===== config.mk =====
export PLATFORM = sky130hd
export DESIGN_NAME = ram_clear_ctrl
export DESIGN_NICKNAME = d
export VERILOG_FILES = /design/src/rtl/ram_clear_ctrl.sv
export SDC_FILE = /design/constraint.sdc
export NUM_CORES = 1
export LEC_CHECK = 0
export CORE_MARGIN = 2
export CORE_UTILIZATION = 45
export DETAILED_ROUTE_END_ITERATION = 10
export GPL_TIMING_DRIVEN = 0
export PLACE_DENSITY = 0.77
export SETUP_SLACK_MARGIN = 0.2
export SYNTH_ARGS = -nofsm -noshare
export SYNTH_HDL_FRONTEND = slang
export SYNTH_SLANG_ARGS = --single-unit

===== constraint.sdc =====
create_clock -name clk_sys -period 2.15 [get_ports clk_sys]
set_input_delay 0.3225 -clock clk_sys [delete_from_list [all_inputs] [get_ports clk_sys]]
set_output_delay 0.3225 -clock clk_sys [all_outputs]
set_load 0.02 [all_outputs]

===== src/rtl/ram_clear_ctrl.sv =====
// Power-up clear sequencer: waits INIT_DELAY cycles, then zero-fills SDRAM and DDR3 concurrently.
// Define RAM_CLEAR_DDR_EN to build the DDR3 channel; otherwise it is tied off and reports finished.
module ram_clear_ctrl #(
  parameter int INIT_DELAY = 5000000,
  parameter int SDR_AW     = 25,
  parameter int DDR_WORDS  = 1 << 26,
  parameter int DDR_BURST  = 128,
  parameter int AUTO_START = 1
) (
  input  logic              clk_sys,
  input  logic              reset_n,
  input  logic              start,
  output logic              sdr_we,
  output logic [SDR_AW-1:0] sdr_addr,
  input  logic              sdr_ready,
  output logic              ddr_we,
  output logic [28:0]       ddr_addr,
  output logic [7:0]        ddr_burstcnt,
  input  logic              ddr_busy,
  output logic              busy,
  output logic              done
);

  // state | meaning
  // IDLE  | post-reset, waiting for start (or auto start)
  // DELAY | counting down INIT_DELAY cycles
  // CLEAR | both channels writing zeros
  // DONE  | all memory cleared, waiting for a re-run request
  typedef enum logic [1:0] {IDLE, DELAY, CLEAR, DONE} state_t;

  localparam logic [31:0]       DLY_LOAD = (INIT_DELAY > 0) ? 32'(INIT_DELAY - 1) : 32'd0;
  localparam logic [SDR_AW-1:0] SDR_LAST = '1;

  state_t      state;
  logic [31:0] dly_cnt;
  logic        launch;
  logic        enter_clear;
  logic        sdr_fin;
  logic        ddr_fin;

  // IDLE is only ever occupied right after reset, so auto start needs no extra flag
  assign launch = ((state == IDLE) && ((AUTO_START != 0) || start)) ||
                  ((state == DONE) && start);

  assign enter_clear = ((state == DELAY) && (dly_cnt == '0)) ||
                       (launch && (INIT_DELAY == 0));

  always_ff @(posedge clk_sys) begin
    if (!reset_n) begin
      state   <= IDLE;
      dly_cnt <= '0;
      busy    <= 1'b0;
      done    <= 1'b0;
    end else begin
      case (state)
        IDLE, DONE: begin
          if (launch) begin
            busy <= 1'b1;
            done <= 1'b0;
            if (INIT_DELAY == 0) begin
              state <= CLEAR;
            end else begin
              state   <= DELAY;
              dly_cnt <= DLY_LOAD;
            end
          end
        end
        DELAY: begin
          if (dly_cnt == '0) begin
            state <= CLEAR;
          end else begin
            dly_cnt <= dly_cnt - 32'd1;
          end
        end
        CLEAR: begin
          if (sdr_fin && ddr_fin) begin
            state <= DONE;
            busy  <= 1'b0;
            done  <= 1'b1;
          end
        end
        default: state <= IDLE;
      endcase
    end
  end

  // SDRAM: one word per accepted request; the address parks on the last word
  always_ff @(posedge clk_sys) begin
    if (!reset_n) begin
      sdr_we   <= 1'b0;
      sdr_addr <= '0;
      sdr_fin  <= 1'b0;
    end else if (enter_clear) begin
      sdr_we   <= 1'b1;
      sdr_addr <= '0;
      sdr_fin  <= 1'b0;
    end else if (sdr_we && sdr_ready) begin
      if (sdr_addr == SDR_LAST) begin
        sdr_we  <= 1'b0;
        sdr_fin <= 1'b1;
      end else begin
        sdr_addr <= sdr_addr + SDR_AW'(1);
      end
    end
  end

`ifdef RAM_CLEAR_DDR_EN
  localparam logic [7:0]  BEAT_LOAD  = 8'(DDR_BURST - 1);
  localparam logic [7:0]  BURST_LEN  = 8'(DDR_BURST);
  localparam logic [28:0] BURST_STEP = 29'(DDR_BURST);
  localparam logic [31:0] BURST_LOAD = 32'(DDR_WORDS / DDR_BURST - 1);

  logic [7:0]  beat_cnt;
  logic [31:0] burst_left;
  logic        ddr_gap;

  // ddr_gap marks the single idle cycle between bursts
  always_ff @(posedge clk_sys) begin
    if (!reset_n) begin
      ddr_we       <= 1'b0;
      ddr_addr     <= '0;
      ddr_burstcnt <= '0;
      beat_cnt     <= '0;
      burst_left   <= '0;
      ddr_gap      <= 1'b0;
      ddr_fin      <= 1'b0;
    end else if (enter_clear) begin
      ddr_we       <= 1'b1;
      ddr_addr     <= '0;
      ddr_burstcnt <= BURST_LEN;
      beat_cnt     <= BEAT_LOAD;
      burst_left   <= BURST_LOAD;
      ddr_gap      <= 1'b0;
      ddr_fin      <= 1'b0;
    end else if (ddr_we && !ddr_busy) begin
      if (beat_cnt == 8'd0) begin
        ddr_we       <= 1'b0;
        ddr_burstcnt <= '0;
        ddr_addr     <= ddr_addr + BURST_STEP;
        if (burst_left == '0) begin
          ddr_fin <= 1'b1;
        end else begin
          burst_left <= burst_left - 32'd1;
          ddr_gap    <= 1'b1;
        end
      end else begin
        beat_cnt <= beat_cnt - 8'd1;
      end
    end else if (ddr_gap) begin
      ddr_gap      <= 1'b0;
      ddr_we       <= 1'b1;
      ddr_burstcnt <= BURST_LEN;
      beat_cnt     <= BEAT_LOAD;
    end
  end
`else
  logic        unused_ddr_busy;
  logic [31:0] unused_ddr_cfg;

  assign unused_ddr_busy = ddr_busy;
  assign unused_ddr_cfg  = 32'(DDR_WORDS) ^ 32'(DDR_BURST);
  assign ddr_we          = 1'b0;
  assign ddr_addr        = '0;
  assign ddr_burstcnt    = '0;
  assign ddr_fin         = 1'b1;
`endif

endmodule

==> impl_metrics.json, run 1 <==
{
  "root_buffer": "clkbuf_8",
  "worstMarginPinSlew_ns": 0.792,
  "drt-total-wl_mm": 14.6,
  "min_path_type": "reg -> reg",
  "max_slew_margin_pct": 47.2,
  "final_cells": 688,
  "post-place-cells": 612,
  "placed_cell_area_um2": 4300,
  "wl_per_cell_um": 21.3,
  "seq_area_frac_synth_pct": 34.4,
  "critPathMaxStageDelay_ns": 0.54,
  "final_util_pct": 73.4,
  "first_pass_iters": 7,
  "pin_count": 71,
  "hold_violations": 0,
  "cts_tree": "yes",
  "ant_nets": 0,
  "synthFlopType": "dfxtp_1",
  "peakVddDrop_mv": 1.09,
  "required_ns": 2.39,
  "grt_pass1_wl_mm": 19.3,
  "p_per_area_nw_per_um2": 1110,
  "setup_tns_ns": -14.33,
  "period_minus_slack_ns": 2.57,
  "maxCapViolCount": 0,
  "drcViolationCount": 0,
  "post-place-ws_ns": -0.470,
  "start_util_pct": 47.0,
  "grt_pass1_vias": 3972,
  "antenna_found_initial": 0,
  "ys_ff_latch": 63,
  "die_h_um": 94.3,
  "area_delta_synth_final_pct": 56.1,
  "crit_chain": "or4_4 > buf_8 > buf_6 > nor4_4 > buf_4 > nand3_4 > a221oi_4 > mux2i_1",
  "ys_warn_count": 0,
  "grt.total_usage_pct": 28.0,
  "p_leak_nw": 2.09,
  "synthArstFlopShare_pct": 0,
  "avgViaCountPerCell": 6.30,
  "rrSetupSlack_ns": -0.42,
  "grt_max_degree": 12,
  "synth_edf_count": 0,
  "fillers": 485,
  "routed-via-count": 4331,
  "place_congestion": 0.881,
  "clk_latency_ns": 0.36,
  "clkTransAtPathRegs_ns": 0.08,
  "setup_viol": 61,
  "portBuffers": 30,
  "whs_ns": 0.486,
  "htreeDepth": 3,
  "cpMaxStageDelayCell": "or4_4",
  "cp-start-kind": "flip-flop",
  "synth_cells": 443,
  "hold_buffers": 0,
  "cts_buffer_depth": 2,
  "drv_slew": 0,
  "final_cell_area_um2": 5730,
  "diodes": 0,
  "chipWidth_um": 94.3,
  "endpoint_kind": "flip-flop",
  "grt-ovfl-total": 0,
  "core_area_um2": 7810,
  "run_status": "complete, but fails checks",
  "num_rows": 32,
  "postSynthAreaPerCell_um2": 8.29,
  "drive_gt1_share_pct": 40.1,
  "p_total_mw": 6.34,
  "crit_fanout": 4,
  "die_area_um2": 8900,
  "fin_nets": 593,
  "drtIter0Drc": 331,
  "ys_types": 55,
  "violations": "negative setup slack",
  "path_class": "reg -> reg",
  "clkSinkCount": 63,
  "fin_ws_ns": -0.421,
  "finalCritPeriodShare_pct": 120,
  "skew_ns": 0.0143,
  "worst-endpoint-arrival_ns": 2.81,
  "cts_buffers": 9,
  "rsz0062_at_grt": "true",
  "max_freq_ghz": 0.389,
  "syn_area_um2": 3670,
  "dp_hpwl_mm": 6.70
}
[worst max-delay path, delay by kind of cell, from the launching register on]
family | cells | cell delay [ns]
compound gates | 1 | 0.31
buf+inv | 3 | 0.45
flops | 1 | 0.34
mux | 1 | 0.39
simple gates | 3 | 0.96
[sequential cells by signal, summed over array words and instances, names as in the netlist]
signal	flops
busy	1
dly_cnt	32
done	1
sdr_addr	25
sdr_fin	1
sdr_we	1
state	2
[per-layer routing]
| layer | track usage [%] | vias up | part of all wire [%] |
|---|---|---|---|
| met1 | 30.4 | 2045 | 35 |
| met2 | 48.2 | 300 | 49 |
| met5 | 0 | - | 0 |
| met4 | 18.6 | 0 | 7.4 |
| met3 | 6.98 | 110 | 8.4 |
| li1 | - | 1876 | - |
[path summary, 6_finish.rpt]
path                from          to  cells after the start
max          dly_cnt[23]    state[0]                      8
min           dly_cnt[0]  dly_cnt[0]                      2
max reg2reg  dly_cnt[23]    state[0]                      8
min reg2reg   dly_cnt[0]  dly_cnt[0]                      2
[cells by family after synthesis]
group,synth area share [%]
AND/OR/NAND/NOR,28.7
AO/OA/AOI/OAI,18.5
buffers and inverters,12.4
flip-flops,34.4
XOR/XNOR,2.15
adder cells (fa/ha/maj),2.39
multiplexers,1.36
other,0.102
[what timing repair did]
| action | 4_1_cts | 5_1_grt |
|---|---|---|
| setup endpoints to repair | 61 | 61 |
| resized for setup | 95 | 75 |
| setup buffers | 47 | 10 |
| cloned | 2 | 1 |
| pin swaps | 35 | 43 |
[synth_stat cells (8+ instances only)]
master    instances  area share [%]
nand2_1          26             2.7
clkbuf_1         16             1.6
nor3_1            9             1.2
nor2_1           24             2.5
nand3_1          19             2.6
or4_1            20             4.1
a21oi_1          33             4.5
buf_4            39             8.0
o31ai_1          17             3.5
or2_2             8             1.4
inv_1            11             1.1
or3_1            23             3.9
nand4_1          13             2.2
nor4_1           11             1.9
dfxtp_1          63              34
a31oi_1          11             1.9
o21ai_0          20             2.7
[cell usage in the layout, fill, tap and decap left out, drive strengths merged, types with 3 or more instances in the layout]
master,count
or3,23
a21oi,33
or2,8
o211ai,4
or4,20
nand4,13
buf,103
nor4,11
and3,7
o21ai,20
mux2i,5
nand3,19
clkbuf,27
o31ai,17
nand3b,3
o2111ai,4
and4,3
nor3,10
a31oi,11
clkinv,3
clkdlybuf4s50,30
nor2,24
dfxtp,63
xor2,4
o41ai,5
conb,38
nand2,27
ha,7
inv,11
xnor2,5
[cell type report]
type	instances	area [um2]	share of cell area (%)
clock buffer	10	138	2.40
tap	102	128	2.23
sequential	63	1280	22.4
multi-input combinational	346	2720	47.5
timing repair buffer	89	875	15.3
clock inverter	6	60.1	1.05
buffer	61	483	8.43
inverter	11	46.3	0.808
[power by group]
| group | switching, mW | internal [mW] | total (mW) |
|---|---|---|---|
| Clock | 0.515 | 0.560 | 1.08 |
| Sequential | 0.240 | 1.35 | 1.59 |
| Combinational | 2.09 | 1.59 | 3.68 |
No activity file was read; power rests on OpenSTA's default activity.
==> run 2: changes to the inputs <==
--- a/config.mk
+++ b/config.mk
@@ -5,11 +5,13 @@
 export SDC_FILE = /design/constraint.sdc
 export NUM_CORES = 1
 export LEC_CHECK = 0
-export CORE_MARGIN = 2
-export CORE_UTILIZATION = 45
+export ABC_AREA = 0
+export CELL_PAD_IN_SITES_DETAIL_PLACEMENT = 1
+export CELL_PAD_IN_SITES_GLOBAL_PLACEMENT = 2
+export CORE_UTILIZATION = 28
 export DETAILED_ROUTE_END_ITERATION = 10
 export GPL_TIMING_DRIVEN = 0
-export PLACE_DENSITY = 0.77
+export PLACE_DENSITY = 0.8
 export SETUP_SLACK_MARGIN = 0.2
 export SYNTH_ARGS = -nofsm -noshare
 export SYNTH_HDL_FRONTEND = slang
==> run 2 against run 1 <==
Compared with the run above:
- the flow still finishes with violations (negative setup slack)
- critical path depth grew 1
- clock skew shrank 0.0067 ns
- hold slack lost 0.017 ns
- critical path type unchanged
==> impl_metrics.json, run 2 (synthesis gave the netlist of run 1 again) <==
{
  "run_status": "complete, but fails checks",
  "violations": "negative setup slack",
  "clockPowerShare_pct": 27.1,
  "cts_buffers": 9,
  "largest_reg_flops": 32,
  "switching_power_mw": 2.44,
  "period_minus_slack_ns": 2.48,
  "endpoint_kind": "flip-flop",
  "dp_hpwl_mm": 7.82,
  "hold_violations": 0,
  "htreeDepth": 3,
  "fillers": 1524,
  "area_delta_synth_final_pct": 51.7,
  "path_class": "reg -> reg",
  "combPwrFrac_pct": 47.2,
  "pin_count": 71,
  "ant_nets": 0,
  "avgViaCountPerCell": 5.14,
  "seq_power_share_pct": 25.7,
  "grt_max_degree": 12,
  "chipWidth_um": 117,
  "cts_buffer_depth": 2,
  "final_cell_mix": "buf_4, dfxtp_1, conb_1",
  "fin_ws_ns": -0.328,
  "required_ns": 2.42,
  "fin_nets": 572,
  "swShare_pct": 40.1,
  "worstMarginPinSlew_ns": 0.772,
  "placed_cell_area_um2": 4390,
  "p_per_area_nw_per_um2": 1090,
  "rrSetupSlack_ns": -0.33,
  "internal_power_mw": 3.64,
  "whs_ns": 0.468,
  "peakVddDrop_mv": 0.662,
  "drv_slew": 0,
  "grt.total_usage_pct": 19.0,
  "num_rows": 41,
  "finalCritPeriodShare_pct": 115,
  "clkSinkCount": 63,
  "max_slew_margin_pct": 48.1,
  "die_h_um": 117,
  "grt-ovfl-total": 0,
  "final_util_pct": 43.8,
  "final_common_cell": "buf_4",
  "setup_tns_ns": -12.05,
  "root_buffer": "clkbuf_16",
  "skew_ns": 0.00762,
  "start_util_pct": 28.9,
  "grt_pass1_wl_mm": 19.6,
  "final_cell_area_um2": 5570,
  "drt-total-wl_mm": 12.6,
  "cts_tree": "yes",
  "place_congestion": 0.793,
  "portBuffers": 30,
  "drtIter0Drc": 143,
  "core_area_um2": 12700,
  "first_pass_iters": 4,
  "diodes": 0,
  "min_path_type": "reg -> reg",
  "max_freq_ghz": 0.404,
  "worst-endpoint-arrival_ns": 2.75,
  "grt_pass1_vias": 3784,
  "routed-via-count": 3790,
  "die_area_um2": 13600,
  "drive_gt1_share_pct": 33.3,
  "antenna_found_initial": 0,
  "p_leak_nw": 2.04,
  "regMostFlops": "dly_cnt",
  "top_regs": "dly_cnt (32), sdr_addr (25), state (2)",
  "rsz0062_at_grt": "true",
  "drcViolationCount": 0,
  "cp-start-kind": "flip-flop",
  "clkTransAtPathRegs_ns": 0.05,
  "setup_viol": 61,
  "maxCapViolCount": 0,
  "wl_per_cell_um": 17.1,
  "post-place-ws_ns": -0.549,
  "crit_fanout": 4,
  "clk_latency_ns": 0.34
}
[run 2: timing repair]
action	4_1_cts	5_1_grt
endpoints found under the setup margin	61	62
pin swaps	34	19
gates resized for setup	83	34
setup buffers	30	5
cloned	4	0
hold buffers	0	0
[run 2: power groups by stage]
stage	clock network [mW]	logic [mW]	registers, mW
2_1_floorplan	0	1.42	1.50
6_report	1.64	2.87	1.56
5_1_grt	1.73	3.05	1.59
4_1_cts	1.68	2.58	1.53
3_3_place_gp	0	1.85	1.53
3_5_place_dp	0	1.90	1.53
[run 2: final timing paths]
| check | startpoint | cells after the start | to |
|---|---|---|---|
| setup / recovery | dly_cnt[0] | 9 | dly_cnt[27] |
| hold / removal | dly_cnt[23] | 2 | dly_cnt[23] |
| setup reg to reg | dly_cnt[0] | 9 | dly_cnt[27] |
| hold reg to reg | dly_cnt[23] | 2 | dly_cnt[23] |
[run 2: critical path, stage by stage, from the launching register on]
cell     delay [ns]
dfxtp_2        0.32
inv_2          0.08
ha_4           0.14
nor4b_1        0.62
nand2_1        0.14
or4_4          0.57
buf_6          0.15
buf_4          0.15
nand3_2        0.08
mux2i_1        0.16
[run 2: routing by layer]
layer	vias up	global-route usage [%]	part of all wire (%)
li1	1829	-	-
met1	1848	22.7	44
met2	92	32.9	50
met3	21	4.83	4.2
met4	0	6.75	2.0
met5	-	0	0
[run 2: layout make-up]
class                   instances  area [um2]  share of cell area (%)
multi-input cells             346        2520                    45.2
flip-flops and latches         63        1280                    22.9
repair buffers                 68         716                    12.9
plain buffers                  61         472                    8.47
clock buffers                  11         253                    4.54
well taps                     172         215                    3.86
clock inverters                 5        80.1                    1.44
inverters                      11        41.3                   0.741
[run 2: stage by stage]
step	total power [mW]	instances
after floorplan	2.92	480
after global routing	6.37	737
final	6.08	737
after CTS	5.79	732
after detailed placement	3.43	682
after global placement	3.38	682
